==> config.mk <==
export PLATFORM = sky130hd
export DESIGN_NAME = ycr_serial_debug_mlane
export DESIGN_NICKNAME = d
export VERILOG_FILES = /design/src/rtl/ycr_serial_debug_mlane.sv
export SDC_FILE = /design/constraint.sdc
export NUM_CORES = 1
export LEC_CHECK = 0
export ABC_CLOCK_PERIOD_IN_PS = 3200
export BUFFER_PORTS_ARGS = -buffer_cell sky130_fd_sc_hd__buf_2
export CORE_MARGIN = 2
export CORE_UTILIZATION = 54
export CTS_CLUSTER_SIZE = 30
export DETAILED_ROUTE_END_ITERATION = 7
export PLACE_DENSITY = 0.79
export SYNTH_ARGS = -nofsm -noshare
export SYNTH_HDL_FRONTEND = slang
export SYNTH_SLANG_ARGS = --single-unit
==> constraint.sdc <==
create_clock -name clk -period 3.2 [get_ports clk]
set_clock_uncertainty 0.2 [all_clocks]
set_input_delay 0.32 -clock clk [delete_from_list [all_inputs] [get_ports clk]]
set_output_delay 0.32 -clock clk [all_outputs]
set_load 0.005 [all_outputs]
==> src/rtl/ycr_serial_debug_mlane.sv <==
// ---------------------------------------------------------------------------
// ycr_serial_debug_mlane
//
// Multi-lane serializer for the core's internal debug bus. A DEBUG_WD-bit
// snapshot of debug_bus is split into LANES slices of SLICE_WD bits. Each
// slice is shifted out LSB-first on its own pin. A sync marks bit 0 of every
// frame, a strobe marks the first clk of every bit period, and the bit period
// is cfg_div+1 clks. Frames run back-to-back in continuous mode, or once per
// trig in one-shot mode.
//
// Build option:
//   YCR_SDBG_PARITY_EN - append one even-parity bit per lane, so a frame is
//                        SLICE_WD+1 bits long. Without it, frames are SLICE_WD
//                        bits and no parity logic is built.
//
// Ports:
//   clk                in   core clock
//   reset              in   asynchronous, active-high reset
//   cfg_enable         in   serializer enable
//   cfg_oneshot        in   1: capture only on trig, 0: continuous frames
//   cfg_div            in   bit period = cfg_div+1 clks, latched at frame load
//   trig               in   one-cycle capture request (one-shot mode)
//   debug_bus          in   vector to serialize
//   serial_debug_data  out  lane k carries debug_bus[k*SLICE_WD +: SLICE_WD]
//   serial_debug_sync  out  high during bit 0 of each frame
//   serial_debug_strb  out  one-cycle pulse on the first clk of every bit
//   frame_done         out  one-cycle pulse on the last clk of a frame
// ---------------------------------------------------------------------------
module ycr_serial_debug_mlane #(
  parameter int unsigned DEBUG_WD = 64,
  parameter int unsigned LANES    = 4,
  parameter int unsigned DIV_WD   = 8
) (
  input  logic                clk,
  input  logic                reset,
  input  logic                cfg_enable,
  input  logic                cfg_oneshot,
  input  logic [DIV_WD-1:0]   cfg_div,
  input  logic                trig,
  input  logic [DEBUG_WD-1:0] debug_bus,
  output logic [LANES-1:0]    serial_debug_data,
  output logic                serial_debug_sync,
  output logic                serial_debug_strb,
  output logic                frame_done
);

  localparam int unsigned SLICE_WD = DEBUG_WD / LANES;
`ifdef YCR_SDBG_PARITY_EN
  localparam int unsigned FRAME_LEN = SLICE_WD + 1;
`else
  localparam int unsigned FRAME_LEN = SLICE_WD;
`endif
  localparam int unsigned CNT_WD = $clog2(FRAME_LEN + 1);
  localparam logic [CNT_WD-1:0] LAST_BIT = CNT_WD'(FRAME_LEN - 1);

  typedef enum logic {StIdle, StShift} state_e;

  state_e                          state_q;
  logic [LANES-1:0][FRAME_LEN-1:0] shreg_q;
  logic [CNT_WD-1:0]               bit_cnt_q;
  logic [DIV_WD-1:0]               div_cnt_q;
  logic [DIV_WD-1:0]               div_lat_q;
  logic                            sync_q;
  logic                            strb_q;
  logic                            trig_pend_q;

  logic                            start;
  logic                            tick;
  logic                            last_bit;
  logic                            load;
  logic [LANES-1:0][FRAME_LEN-1:0] load_val;

  // Per-lane frame image captured at load; the parity bit (when built) sits
  // above the slice so it is shifted out last.
  always_comb begin
    load_val = '0;
    for (int k = 0; k < LANES; k++) begin
`ifdef YCR_SDBG_PARITY_EN
      load_val[k] = {^debug_bus[k*SLICE_WD +: SLICE_WD], debug_bus[k*SLICE_WD +: SLICE_WD]};
`else
      load_val[k] = debug_bus[k*SLICE_WD +: SLICE_WD];
`endif
    end
  end

  assign start    = cfg_enable & (~cfg_oneshot | trig_pend_q);
  assign tick     = (state_q == StShift) && (div_cnt_q == div_lat_q);
  assign last_bit = tick && (bit_cnt_q == LAST_BIT);
  // Reloading on the final tick is what makes continuous frames gapless.
  assign load     = start && ((state_q == StIdle) || last_bit);

  always_ff @(posedge clk or posedge reset) begin
    if (reset) begin
      state_q     <= StIdle;
      shreg_q     <= '0;
      bit_cnt_q   <= '0;
      div_cnt_q   <= '0;
      div_lat_q   <= '0;
      sync_q      <= 1'b0;
      strb_q      <= 1'b0;
      trig_pend_q <= 1'b0;
    end else begin
      // A trig coinciding with a load re-arms for the next frame.
      if (load) begin
        trig_pend_q <= trig & cfg_enable;
      end else if (trig & cfg_enable) begin
        trig_pend_q <= 1'b1;
      end

      if (load) begin
        state_q   <= StShift;
        shreg_q   <= load_val;
        bit_cnt_q <= '0;
        div_cnt_q <= '0;
        div_lat_q <= cfg_div;
        sync_q    <= 1'b1;
        strb_q    <= 1'b1;
      end else if (state_q == StShift) begin
        if (tick) begin
          div_cnt_q <= '0;
          if (last_bit) begin
            // Clearing the shifter forces the data pins low while idle.
            state_q   <= StIdle;
            shreg_q   <= '0;
            bit_cnt_q <= '0;
            sync_q    <= 1'b0;
            strb_q    <= 1'b0;
          end else begin
            for (int k = 0; k < LANES; k++) begin
              shreg_q[k] <= {1'b0, shreg_q[k][FRAME_LEN-1:1]};
            end
            bit_cnt_q <= bit_cnt_q + 1'b1;
            sync_q    <= 1'b0;
            strb_q    <= 1'b1;
          end
        end else begin
          div_cnt_q <= div_cnt_q + 1'b1;
          strb_q    <= 1'b0;
        end
      end
    end
  end

  always_comb begin
    serial_debug_data = '0;
    for (int k = 0; k < LANES; k++) begin
      serial_debug_data[k] = shreg_q[k][0];
    end
  end

  assign serial_debug_sync = sync_q;
  assign serial_debug_strb = strb_q;
  assign frame_done        = last_bit;

endmodule

[Yosys cells after proc, flatten, opt, wreduce, memory -nomap -nowiden]
Index checks and enable logic that the tools add are counted.
Storage, ports and cells
  register bits: 89
  word-level logic and storage cells: 51
Cells by class
  add/subtract/negate cells: 2
  eq/ne operators: 2
  muxes and demuxes: 23
  bitwise logic cells: 5
  reductions and logical operators: 8
Operators by type and width (number)
  two-way mux 64 bit: 3
  two-way mux 63 bit: 1
  two-way mux 8 bit: 3
  two-way mux 5 bit: 4
  two-way mux 1 bit: 12
  adder 8 x 1 -> 8 bit (second input constant): 1
  equality test 8 bit: 1
  nonzero test 2 bit: 3
  adder 5 x 1 -> 5 bit (second input constant): 1
  equality test 5 x 4 -> 1 bit (second input constant): 1
  logical AND 1 bit: 3
  AND 1 bit: 2
  inverter 1 bit: 2
  AND reduction 2 bit: 1
  logical OR 1 bit: 1
  OR 1 bit: 1

[Logic depth before layout (Yosys ltp)]
Gate-level depths: netlist of the first run.
  depth in word-level cells: 7
  depth in mapped cells: 8
  depth with buffers taken out: 6

[Least setup slack after synthesis of the first run]
Ideal clock, no wire load.
  path kind: register to register
  start: register div_cnt_q[2]
  end: register div_lat_q[0]
  setup time: 0.125 ns
  arrival: 1.793 ns
  required time: 2.875 ns
  slack: 1.082 ns
  cell stages (with the launch flop): 7
  buffers on the path: 1
  period minus slack after synthesis: 2.118 ns
  cells stage by stage: dfrtp_1 > xor2_1 > nor4_4 > nand3_1 > a21oi_1 > buf_2 > mux2_2
On the way
  longest elaborated chain between the ends: 5
Ends and longest elaborated chain
  start, declared: line 61  | logic [DIV_WD-1:0] div_cnt_q;
  start signal, assigned: line 137  | div_cnt_q <= div_cnt_q + 1'b1;
  equality test 8 bit: line 87  | assign tick = (state_q == StShift) && (div_cnt_q == div_lat_q);
  logical AND 1 bit: line 87
  logical AND 1 bit: line 88  | assign last_bit = tick && (bit_cnt_q == LAST_BIT);
  logical OR 1 bit: line 90  | assign load = start && ((state_q == StIdle) || last_bit);
  logical AND 1 bit: line 90
  end signal, assigned: line 115  | div_lat_q <= cfg_div;
  end, declared: line 62  | logic [DIV_WD-1:0] div_lat_q;
Every way passes these cells.
A chain may end at the register's enable or synchronous reset.

[Worst setup path after layout of the first run]
  start: register div_cnt_q[2]
  end: output frame_done
On the way
  longest elaborated chain between the ends: 3
Ends and longest elaborated chain
  equality test 8 bit: line 87
  logical AND 1 bit: line 87
  logical AND 1 bit: line 88
  end, declared: line 44  | output logic frame_done
Every way passes these cells.

==> results of run 1 <==
## where the power goes
part | internal [mW] | switching [mW]
Clock | 0.519 | 0.406
Sequential | 1.45 | 0.220
Combinational | 0.549 | 0.436
Total | 2.52 | 1.06
## Yosys cell counts, types with 2 or more instances
cell type | instances | area share (%)
a21oi_1 | 6 | 0.75
a221o_1 | 60 | 15
a22o_1 | 5 | 1.1
and2_0 | 22 | 3.4
and2_1 | 41 | 6.4
buf_2 | 7 | 0.87
buf_4 | 10 | 1.9
buf_6 | 3 | 0.84
clkbuf_1 | 6 | 0.56
dfrtp_1 | 89 | 55
ha_1 | 2 | 0.62
inv_1 | 5 | 0.47
mux2_1 | 5 | 1.4
mux2_2 | 4 | 1.1
nand2_1 | 5 | 0.47
nand2b_1 | 3 | 0.47
nand3_1 | 7 | 0.87
nor2_1 | 6 | 0.56
nor4_1 | 2 | 0.31
nor4_4 | 2 | 1.1
o21ai_0 | 7 | 0.87
o22ai_1 | 2 | 0.31
xor2_1 | 11 | 2.4
## cell type report
class                   count  area, µm²
inverters                   5       20.0
multi-input cells         205       1630
fillers                   476       1760
well taps                  99        124
clock inverters             7        116
flip-flops and latches     89       2230
repair buffers            159       1210
clock buffers               9        124
## critical path: cells and delay by family, from the launching register on
family | cells | cell delay [ns]
simple gates | 3 | 0.80
flops | 1 | 0.43
buf+inv | 2 | 0.38
xor+xnor | 1 | 0.19
## per-layer routing
layer	part of all wire, %	vias to the layer above	global-route usage, %
met5	0	-	0
met4	2.1	0	8.85
met3	4.3	18	5.76
met2	49	108	41.2
met1	44	1638	33.9
li1	-	1503	-
## registers in the layout, summed over array words and instances (netlist names)
| register | flops |
|---|---|
| state_q | 1 |
| shreg_q | 60 |
| serial_debug_sync | 1 |
| bit_cnt_q | 5 |
| serial_debug_strb | 1 |
| serial_debug_data | 4 |
| div_lat_q | 8 |
| div_cnt_q | 8 |
| trig_pend_q | 1 |
## how the worst min path moves through the flow
stage / start / to / slack [ns] / cells after the start
finish: debug_bus[37] / shreg_q[37]$_DFFE_PP0P_ / 0.02 / 2
global route: debug_bus[51] / shreg_q[51]$_DFFE_PP0P_ / 0.01 / 2
CTS: debug_bus[37] / shreg_q[37]$_DFFE_PP0P_ / 0.003 / 2
detailed placement: reset / shreg_q[63]$_DFFE_PP0P_ / 0.23 / 2
global placement: reset / shreg_q[63]$_DFFE_PP0P_ / 0.23 / 2
floorplan: cfg_enable / trig_pend_q$_DFFE_PP0P_ / 0.24 / 2
## cells by family (layout without fill, tap and decap cells)
logic type,after synthesis,count (layout),share of synthesized area [%]
fa+ha+maj,2,2,0.623
simple gates,95,95,14.6
flops,89,89,55.4
compound gates,88,88,19.7
mux,9,9,2.52
xor+xnor,11,11,2.40
buf+inv,32,180,4.70
## timing repair
item                                    in CTS  in global routing
endpoints found under the hold margin      107                  0
endpoints found under the setup margin       0                  0
hold buffers                                70                  0
==> impl_metrics.prom, run 1 <==
# TYPE chip_impl_metric gauge
chip_impl_info{name="crit_chain",value="xor2_1 -> nor4_4 -> nand3_1 -> buf_4 -> nor2_1 -> buf_2"} 1
chip_impl_info{name="critical_path_launch_point",value="div_cnt_q[2]$_DFFE_PP0P_"} 1
chip_impl_metric{name="number_of_standard_cells_after_synthesis",unit=""} 326
chip_impl_metric{name="grt_pass1_wl",unit="mm"} 16.5
chip_impl_metric{name="clock_latency",unit="ns"} 0.36
chip_impl_info{name="crit_end_category",value="output pin"} 1
chip_impl_metric{name="drt_pre_antenna_iters",unit=""} 4
chip_impl_metric{name="ir_drop",unit="mV"} 0.380
chip_impl_metric{name="die_area",unit="µm²"} 8150
chip_impl_metric{name="vias",unit=""} 3267
chip_impl_metric{name="finalCritPeriodShare",unit="%"} 83.5
chip_impl_metric{name="layout.core_utilization",unit="%"} 75.5
chip_impl_metric{name="horiz_die_dim",unit="µm"} 90.3
chip_impl_metric{name="via_per_inst",unit=""} 5.70
chip_impl_metric{name="tns",unit="ns"} 0
chip_impl_metric{name="regToRegSetupSlack",unit="ns"} 0.66
chip_impl_metric{name="setup_ws",unit="ns"} 0.527
chip_impl_info{name="run_status",value="finished clean"} 1
chip_impl_metric{name="final.hold.worst_slack",unit="ns"} 0.0166
chip_impl_info{name="root_buffer",value="clkbuf_8"} 1
chip_impl_metric{name="post_route_cells_drive_above_1_share",unit="%"} 24.7
chip_impl_metric{name="slew_headroom",unit="%"} 55.9
chip_impl_metric{name="grt_pass1_vias",unit=""} 3274
chip_impl_metric{name="synth-edff-count",unit=""} 0
chip_impl_metric{name="max_cap_violations",unit=""} 0
chip_impl_metric{name="wl",unit="mm"} 9.76
chip_impl_metric{name="io_pins",unit=""} 84
chip_impl_metric{name="yosys.cell_types.count",unit=""} 39
chip_impl_info{name="timing.critical_path.from_type",value="flip-flop"} 1
chip_impl_metric{name="core_area",unit="µm²"} 7210
chip_impl_metric{name="tightestPinTransition",unit="ns"} 0.661
chip_impl_metric{name="crit_arrival",unit="ns"} 2.15
chip_impl_metric{name="finish.instance_area",unit="µm²"} 5450
chip_impl_metric{name="antennaDiodeCount",unit=""} 0
chip_impl_metric{name="yosysSeqAreaShare",unit="%"} 55.4
chip_impl_metric{name="area_growth",unit="%"} 35.6
chip_impl_metric{name="grt_use_total",unit="%"} 25.4
chip_impl_metric{name="post_cts_buffers",unit=""} 0
chip_impl_metric{name="grt_antenna_before_repair",unit=""} 0
chip_impl_metric{name="placedInstanceArea",unit="µm²"} 4510
chip_impl_metric{name="gp_congestion",unit=""} 0.848
chip_impl_metric{name="postSynthRegisterBits",unit=""} 89
chip_impl_metric{name="htree_levels",unit=""} 3
chip_impl_info{name="tritoncts",value="built"} 1
chip_impl_metric{name="clock.fmax",unit="GHz"} 0.374
chip_impl_metric{name="synthesis.nets",unit=""} 405
chip_impl_info{name="worstReg2RegEnd",value="serial_debug_data[3]$_DFFE_PP0P_"} 1
chip_impl_info{name="worst_setup_endpoint",value="frame_done"} 1
chip_impl_metric{name="number_of_nets_still_failing_antenna_checks_after_routing",unit=""} 0
chip_impl_metric{name="port_buffers",unit=""} 83
chip_impl_metric{name="synth_warnings",unit=""} 0
chip_impl_info{name="final_cell_mix",value="dfrtp_1, buf_2, dlygate4sd3_1, a221o_1, and2_1"} 1
chip_impl_metric{name="post_synth.cell_area_avg",unit="µm²"} 12.3
chip_impl_metric{name="finalNetCount",unit=""} 548
chip_impl_metric{name="critPathRequiredTime",unit="ns"} 2.68
chip_impl_metric{name="cts_inserted_buffers",unit=""} 9
chip_impl_metric{name="post_synth_instance_area",unit="µm²"} 4020
chip_impl_metric{name="final_setup_violation_count",unit=""} 0
chip_impl_metric{name="numClockSinks",unit=""} 89
chip_impl_metric{name="worstRegToRegCells",unit=""} 6
chip_impl_metric{name="placed_cells",unit=""} 487
chip_impl_metric{name="rows",unit=""} 31
chip_impl_metric{name="power-per-cell-area",unit="nW/µm²"} 657
chip_impl_metric{name="setup_slack_placement",unit="ns"} 0.698
chip_impl_info{name="reg2reg_from",value="div_cnt_q[2]$_DFFE_PP0P_"} 1
chip_impl_info{name="unrepaired_setup_endpoints_after_global_routing",value="false"} 1
chip_impl_metric{name="effective_utilization_at_floorplan",unit="%"} 55.7
chip_impl_metric{name="initialDrtViolationCount",unit=""} 211
chip_impl_metric{name="clockBufferDepth",unit=""} 2
chip_impl_info{name="hold_path.class",value="in -> reg"} 1
chip_impl_metric{name="crit_path_max_fanout",unit=""} 11
chip_impl_metric{name="post_drt_wl_per_cell",unit="µm"} 17.0
chip_impl_metric{name="total_power",unit="mW"} 3.58
chip_impl_info{name="timing_worst_setup_path_type",value="reg -> out"} 1
chip_impl_metric{name="maxSlewViolCount",unit=""} 0
chip_impl_metric{name="timing.critical_path.slowest_cell_delay",unit="ns"} 0.45
chip_impl_metric{name="period_minus_slack",unit="ns"} 2.67
chip_impl_metric{name="largest_net_degree_at_the_start_of_global_routing",unit=""} 69
chip_impl_metric{name="clkSlewWorstSetupHoldPaths",unit="ns"} 0.09
chip_impl_info{name="postSynth.topFlopCell",value="dfrtp_1"} 1
chip_impl_metric{name="post_cts_resize_count",unit=""} 0
chip_impl_info{name="final_common_cell",value="dfrtp_1"} 1
chip_impl_info{name="critPathSlowestCell",value="nor4_4"} 1
chip_impl_metric{name="fp.dieH",unit="µm"} 90.3
chip_impl_metric{name="final-instance-count-excl-fill",unit=""} 573
chip_impl_metric{name="final-hold-violation-count",unit=""} 0
chip_impl_metric{name="synth_async_sr_flop_share",unit="%"} 100
chip_impl_metric{name="cellLeakagePower",unit="nW"} 2.63
chip_impl_metric{name="drc_errors",unit=""} 0
chip_impl_metric{name="globalRouteOverflowTotal",unit=""} 0
chip_impl_metric{name="dp_hpwl",unit="mm"} 5.36
(Power assumes the default switching activity.)
==> run 2, diff against run 1 <==
--- a/config.mk
+++ b/config.mk
@@ -5,13 +5,14 @@
 export SDC_FILE = /design/constraint.sdc
 export NUM_CORES = 1
 export LEC_CHECK = 0
-export ABC_CLOCK_PERIOD_IN_PS = 3200
+export ABC_AREA = 1
+export ABC_CLOCK_PERIOD_IN_PS = 2700
 export BUFFER_PORTS_ARGS = -buffer_cell sky130_fd_sc_hd__buf_2
 export CORE_MARGIN = 2
-export CORE_UTILIZATION = 54
+export CORE_UTILIZATION = 57
 export CTS_CLUSTER_SIZE = 30
 export DETAILED_ROUTE_END_ITERATION = 7
-export PLACE_DENSITY = 0.79
+export PLACE_DENSITY = 0.81
 export SYNTH_ARGS = -nofsm -noshare
 export SYNTH_HDL_FRONTEND = slang
 export SYNTH_SLANG_ARGS = --single-unit
==> constraint.sdc (replaced) <==
create_clock -name clk -period 2.7 [get_ports clk]
set_clock_uncertainty 0.2 [all_clocks]
set_input_delay 0.27 -clock clk [delete_from_list [all_inputs] [get_ports clk]]
set_output_delay 0.27 -clock clk [all_outputs]
set_load 0.005 [all_outputs]
==> impl_metrics.prom, run 2 <==
# TYPE chip_impl_metric gauge
chip_impl_info{name="run_status",value="finished clean"} 1
chip_impl_metric{name="grt_antenna_before_repair",unit=""} 0
chip_impl_metric{name="gp_congestion",unit=""} 0.891
chip_impl_metric{name="post_drt_wl_per_cell",unit="µm"} 13.6
chip_impl_info{name="timing.critical_path.from_type",value="flip-flop"} 1
chip_impl_metric{name="globalRouteOverflowTotal",unit=""} 0
chip_impl_info{name="synth_top_family_by_area",value="simple AND/OR/NAND/NOR gates"} 1
chip_impl_metric{name="number_of_nets_still_failing_antenna_checks_after_routing",unit=""} 0
chip_impl_metric{name="critPathRequiredTime",unit="ns"} 2.80
chip_impl_info{name="largestRegisters",value="shreg_q: 60 flops, div_cnt_q: 8 flops, div_lat_q: 8 flops"} 1
chip_impl_metric{name="post_cts_buffers",unit=""} 0
chip_impl_info{name="reg2reg_from",value="div_cnt_q[6]$_DFFE_PP0P_"} 1
chip_impl_metric{name="crit_path_max_fanout",unit=""} 30
chip_impl_metric{name="initialDrtViolationCount",unit=""} 339
chip_impl_metric{name="yosys.area_share.simple",unit="%"} 41.0
chip_impl_metric{name="antennaDiodeCount",unit=""} 0
chip_impl_metric{name="yosys-mux-area-fraction",unit="%"} 0
chip_impl_metric{name="tns",unit="ns"} 0
chip_impl_metric{name="via_per_inst",unit=""} 5.24
chip_impl_metric{name="final-hold-violation-count",unit=""} 0
chip_impl_info{name="hold_path_startpoint",value="cfg_enable"} 1
chip_impl_metric{name="drt_pre_antenna_iters",unit=""} 6
chip_impl_metric{name="placed_cells",unit=""} 827
chip_impl_metric{name="area.sequential",unit="µm²"} 2230
chip_impl_metric{name="synth-compound-area-share",unit="%"} 1.38
chip_impl_metric{name="dp_hpwl",unit="mm"} 7.24
chip_impl_metric{name="finalCritPeriodShare",unit="%"} 87.6
chip_impl_metric{name="core_area",unit="µm²"} 8590
chip_impl_metric{name="vias",unit=""} 4810
chip_impl_info{name="netlist_top_cells_area",value="dfrtp_1, nand2_1, nand3_1, nand3_2, inv_1"} 1
chip_impl_metric{name="total_power",unit="mW"} 2.43
chip_impl_metric{name="synth.top_cell.area_share",unit="%"} 44.6
chip_impl_metric{name="final_setup_violation_count",unit=""} 0
chip_impl_metric{name="finish.instance_area",unit="µm²"} 6370
chip_impl_metric{name="grt_pass1_wl",unit="mm"} 21.2
chip_impl_metric{name="largest_net_degree_at_the_start_of_global_routing",unit=""} 65
chip_impl_metric{name="yosysSeqAreaShare",unit="%"} 44.6
chip_impl_metric{name="post_route_cells_drive_above_1_share",unit="%"} 19.6
chip_impl_info{name="root_buffer",value="clkbuf_8"} 1
chip_impl_metric{name="largest_reg_flops",unit=""} 60
chip_impl_info{name="min_delay_worst_endpoint",value="state_q$_DFF_PP0_"} 1
chip_impl_info{name="unrepaired_setup_endpoints_after_global_routing",value="false"} 1
chip_impl_info{name="regMostFlops",value="shreg_q"} 1
chip_impl_metric{name="clockBufferDepth",unit=""} 2
chip_impl_metric{name="cellLeakagePower",unit="nW"} 3.38
chip_impl_metric{name="synth-edff-count",unit=""} 0
chip_impl_metric{name="worstRegToRegCells",unit=""} 12
chip_impl_info{name="postSynth.topFlopCell",value="dfrtp_1"} 1
chip_impl_metric{name="horiz_die_dim",unit="µm"} 97.6
chip_impl_metric{name="regToRegSetupSlack",unit="ns"} 0.33
chip_impl_info{name="final_cell_mix",value="nand2_1, dfrtp_1, nand3_1, buf_2, inv_1"} 1
chip_impl_info{name="netlist_top_cells_count",value="nand2_1, dfrtp_1, nand3_1, inv_1, nand3_2"} 1
chip_impl_metric{name="nFillCells",unit=""} 636
chip_impl_metric{name="worstHoldPathCells",unit=""} 3
chip_impl_metric{name="post_synth_instance_area",unit="µm²"} 4990
chip_impl_metric{name="post_synth.cell_area_avg",unit="µm²"} 7.49
chip_impl_metric{name="fp.dieH",unit="µm"} 97.6
chip_impl_metric{name="grt_pass1_vias",unit=""} 4686
chip_impl_metric{name="clock.fmax",unit="GHz"} 0.423
chip_impl_metric{name="htree_levels",unit=""} 3
chip_impl_metric{name="synth_async_sr_flop_share",unit="%"} 100
chip_impl_metric{name="final-instance-count-excl-fill",unit=""} 918
chip_impl_metric{name="finalNetCount",unit=""} 885
chip_impl_metric{name="synth_adder_area_share",unit="%"} 0.501
chip_impl_metric{name="slew_headroom",unit="%"} 31.5
chip_impl_metric{name="number_of_standard_cells_after_synthesis",unit=""} 666
chip_impl_metric{name="numClockSinks",unit=""} 89
chip_impl_metric{name="cts_inserted_buffers",unit=""} 9
chip_impl_info{name="timing_worst_setup_path_type",value="reg -> reg"} 1
chip_impl_metric{name="drc_errors",unit=""} 0
chip_impl_info{name="worstReg2RegEnd",value="shreg_q[17]$_DFFE_PP0P_"} 1
chip_impl_metric{name="placedInstanceArea",unit="µm²"} 5430
chip_impl_metric{name="area_growth",unit="%"} 27.6
chip_impl_metric{name="io_pins",unit=""} 84
chip_impl_metric{name="maxSlewViolCount",unit=""} 0
chip_impl_metric{name="wl",unit="mm"} 12.5
chip_impl_metric{name="grt_use_total",unit="%"} 27.1
chip_impl_metric{name="postSynthRegisterBits",unit=""} 89
chip_impl_metric{name="clock_latency",unit="ns"} 0.36
chip_impl_metric{name="yosys.cell_types.count",unit=""} 26
chip_impl_metric{name="power-per-cell-area",unit="nW/µm²"} 381
chip_impl_metric{name="period_minus_slack",unit="ns"} 2.37
chip_impl_metric{name="die_area",unit="µm²"} 9520
chip_impl_metric{name="multiInputGateArea",unit="µm²"} 2220
chip_impl_metric{name="port_buffers",unit=""} 83
chip_impl_info{name="final_common_cell",value="nand2_1"} 1
chip_impl_metric{name="layout.core_utilization",unit="%"} 74.1
chip_impl_metric{name="synthesis.nets",unit=""} 745
chip_impl_metric{name="synth-xor-area-share",unit="%"} 1.23
chip_impl_metric{name="tightestPinTransition",unit="ns"} 1.03
chip_impl_metric{name="synth_warnings",unit=""} 0
chip_impl_info{name="crit_end_category",value="flip-flop"} 1
chip_impl_info{name="most_repeated_cell_in_the_gate_level_netlist_after_synthesis",value="nand2_1"} 1
chip_impl_info{name="hold_path.class",value="in -> reg"} 1
chip_impl_metric{name="clkSlewWorstSetupHoldPaths",unit="ns"} 0.09
chip_impl_metric{name="rows",unit=""} 34
chip_impl_metric{name="max_cap_violations",unit=""} 0
chip_impl_info{name="tritoncts",value="built"} 1
chip_impl_metric{name="ir_drop",unit="mV"} 0.235
chip_impl_metric{name="crit_arrival",unit="ns"} 2.46
chip_impl_metric{name="effective_utilization_at_floorplan",unit="%"} 58.1
chip_impl_info{name="synth_largest_area_cell",value="dfrtp_1"} 1
[run 2: cell count changes in the layout (fill, tap and decap cells not counted), moves of 40 or more]
cell / change
nand2_1: +251
nand3_1: +78
inv_1: +74
a221o_1: -60
and2_1: -41
nand3_2: +40
[run 2: worst max path at each step]
stage                              from                          endpoint  slack, ns  cells after the start
2_1_floorplan  div_cnt_q[2]$_DFFE_PP0P_          div_lat_q[0]$_DFFE_PP0P_       0.95                     11
3_5_place_dp   div_cnt_q[6]$_DFFE_PP0P_           shreg_q[19]$_DFFE_PP0P_       0.21                     12
4_1_cts        div_cnt_q[6]$_DFFE_PP0P_           shreg_q[19]$_DFFE_PP0P_       0.15                     12
6_report       div_cnt_q[6]$_DFFE_PP0P_           shreg_q[17]$_DFFE_PP0P_       0.33                     12
3_3_place_gp   div_cnt_q[1]$_DFFE_PP0P_  serial_debug_data[1]$_DFFE_PP0P_       0.27                     12
5_1_grt        div_cnt_q[6]$_DFFE_PP0P_           shreg_q[17]$_DFFE_PP0P_       0.16                     11
[run 2: critical path, cell delays in order, from the launching register on]
cell and delay [ns]:
dfrtp_1 0.42, inv_1 0.07, nand2_1 0.05, nand2_1 0.12, nor2_1 0.06, nand3_1 0.13
nor2_4 0.08, nor2_4 0.45, buf_4 0.41, nand2_1 0.10, nand2_1 0.08, inv_1 0.05
nand2_1 0.06
[run 2: layout make-up]
class / count / share of cell area (%)
clock buffer: 12 / 2.12
sequential: 89 / 35.0
timing repair buffer: 169 / 20.2
inverter: 85 / 5.09
multi-input combinational: 452 / 34.8
clock inverter: 3 / 0.668
tap: 108 / 2.12
[run 2: logic make-up (layout without fill, tap and decap cells)]
group | count (synthesis) | count (layout)
and+or+nand+nor | 432 | 433
buffers and inverters | 126 | 269
DFF | 89 | 89
AOI/OAI and AO/OA | 10 | 10
xor gates and xnor gates | 7 | 7
adders and majority gates | 2 | 2
[run 2: metal layers]
layer / part of all wire, % / GRT usage [%] / vias up
met2: 50 / 44.6 / 163
met4: 3.5 / 13.7 / 0
met1: 42 / 34.9 / 2256
met5: 0 / 0 / -
met3: 4.5 / 3.88 / 43
li1: - / - / 2348
[run 2: repair_timing]
action                     in CTS  in global routing
hold endpoints to repair       91                  0
resized for setup               0                  0
hold buffers                   75                  0
setup endpoints to repair       0                 28
[run 2: metrics by stage]
| stage | setup WS (ns) | hold WS, ns |
|---|---|---|
| finish | 0.334 | 0.0832 |
| global route | 0.162 | 0.133 |
| CTS | 0.155 | 0.0751 |
| detailed placement | 0.212 | 0.112 |
| global placement | 0.270 | 0.102 |
| floorplan | 0.950 | 0.182 |
[run 2: power by group]
group          switching, mW  internal, mW  total, mW
Sequential      0.0000000138          1.33       1.33
Combinational         0.0923         0.117      0.209
Clock                  0.463         0.423      0.886
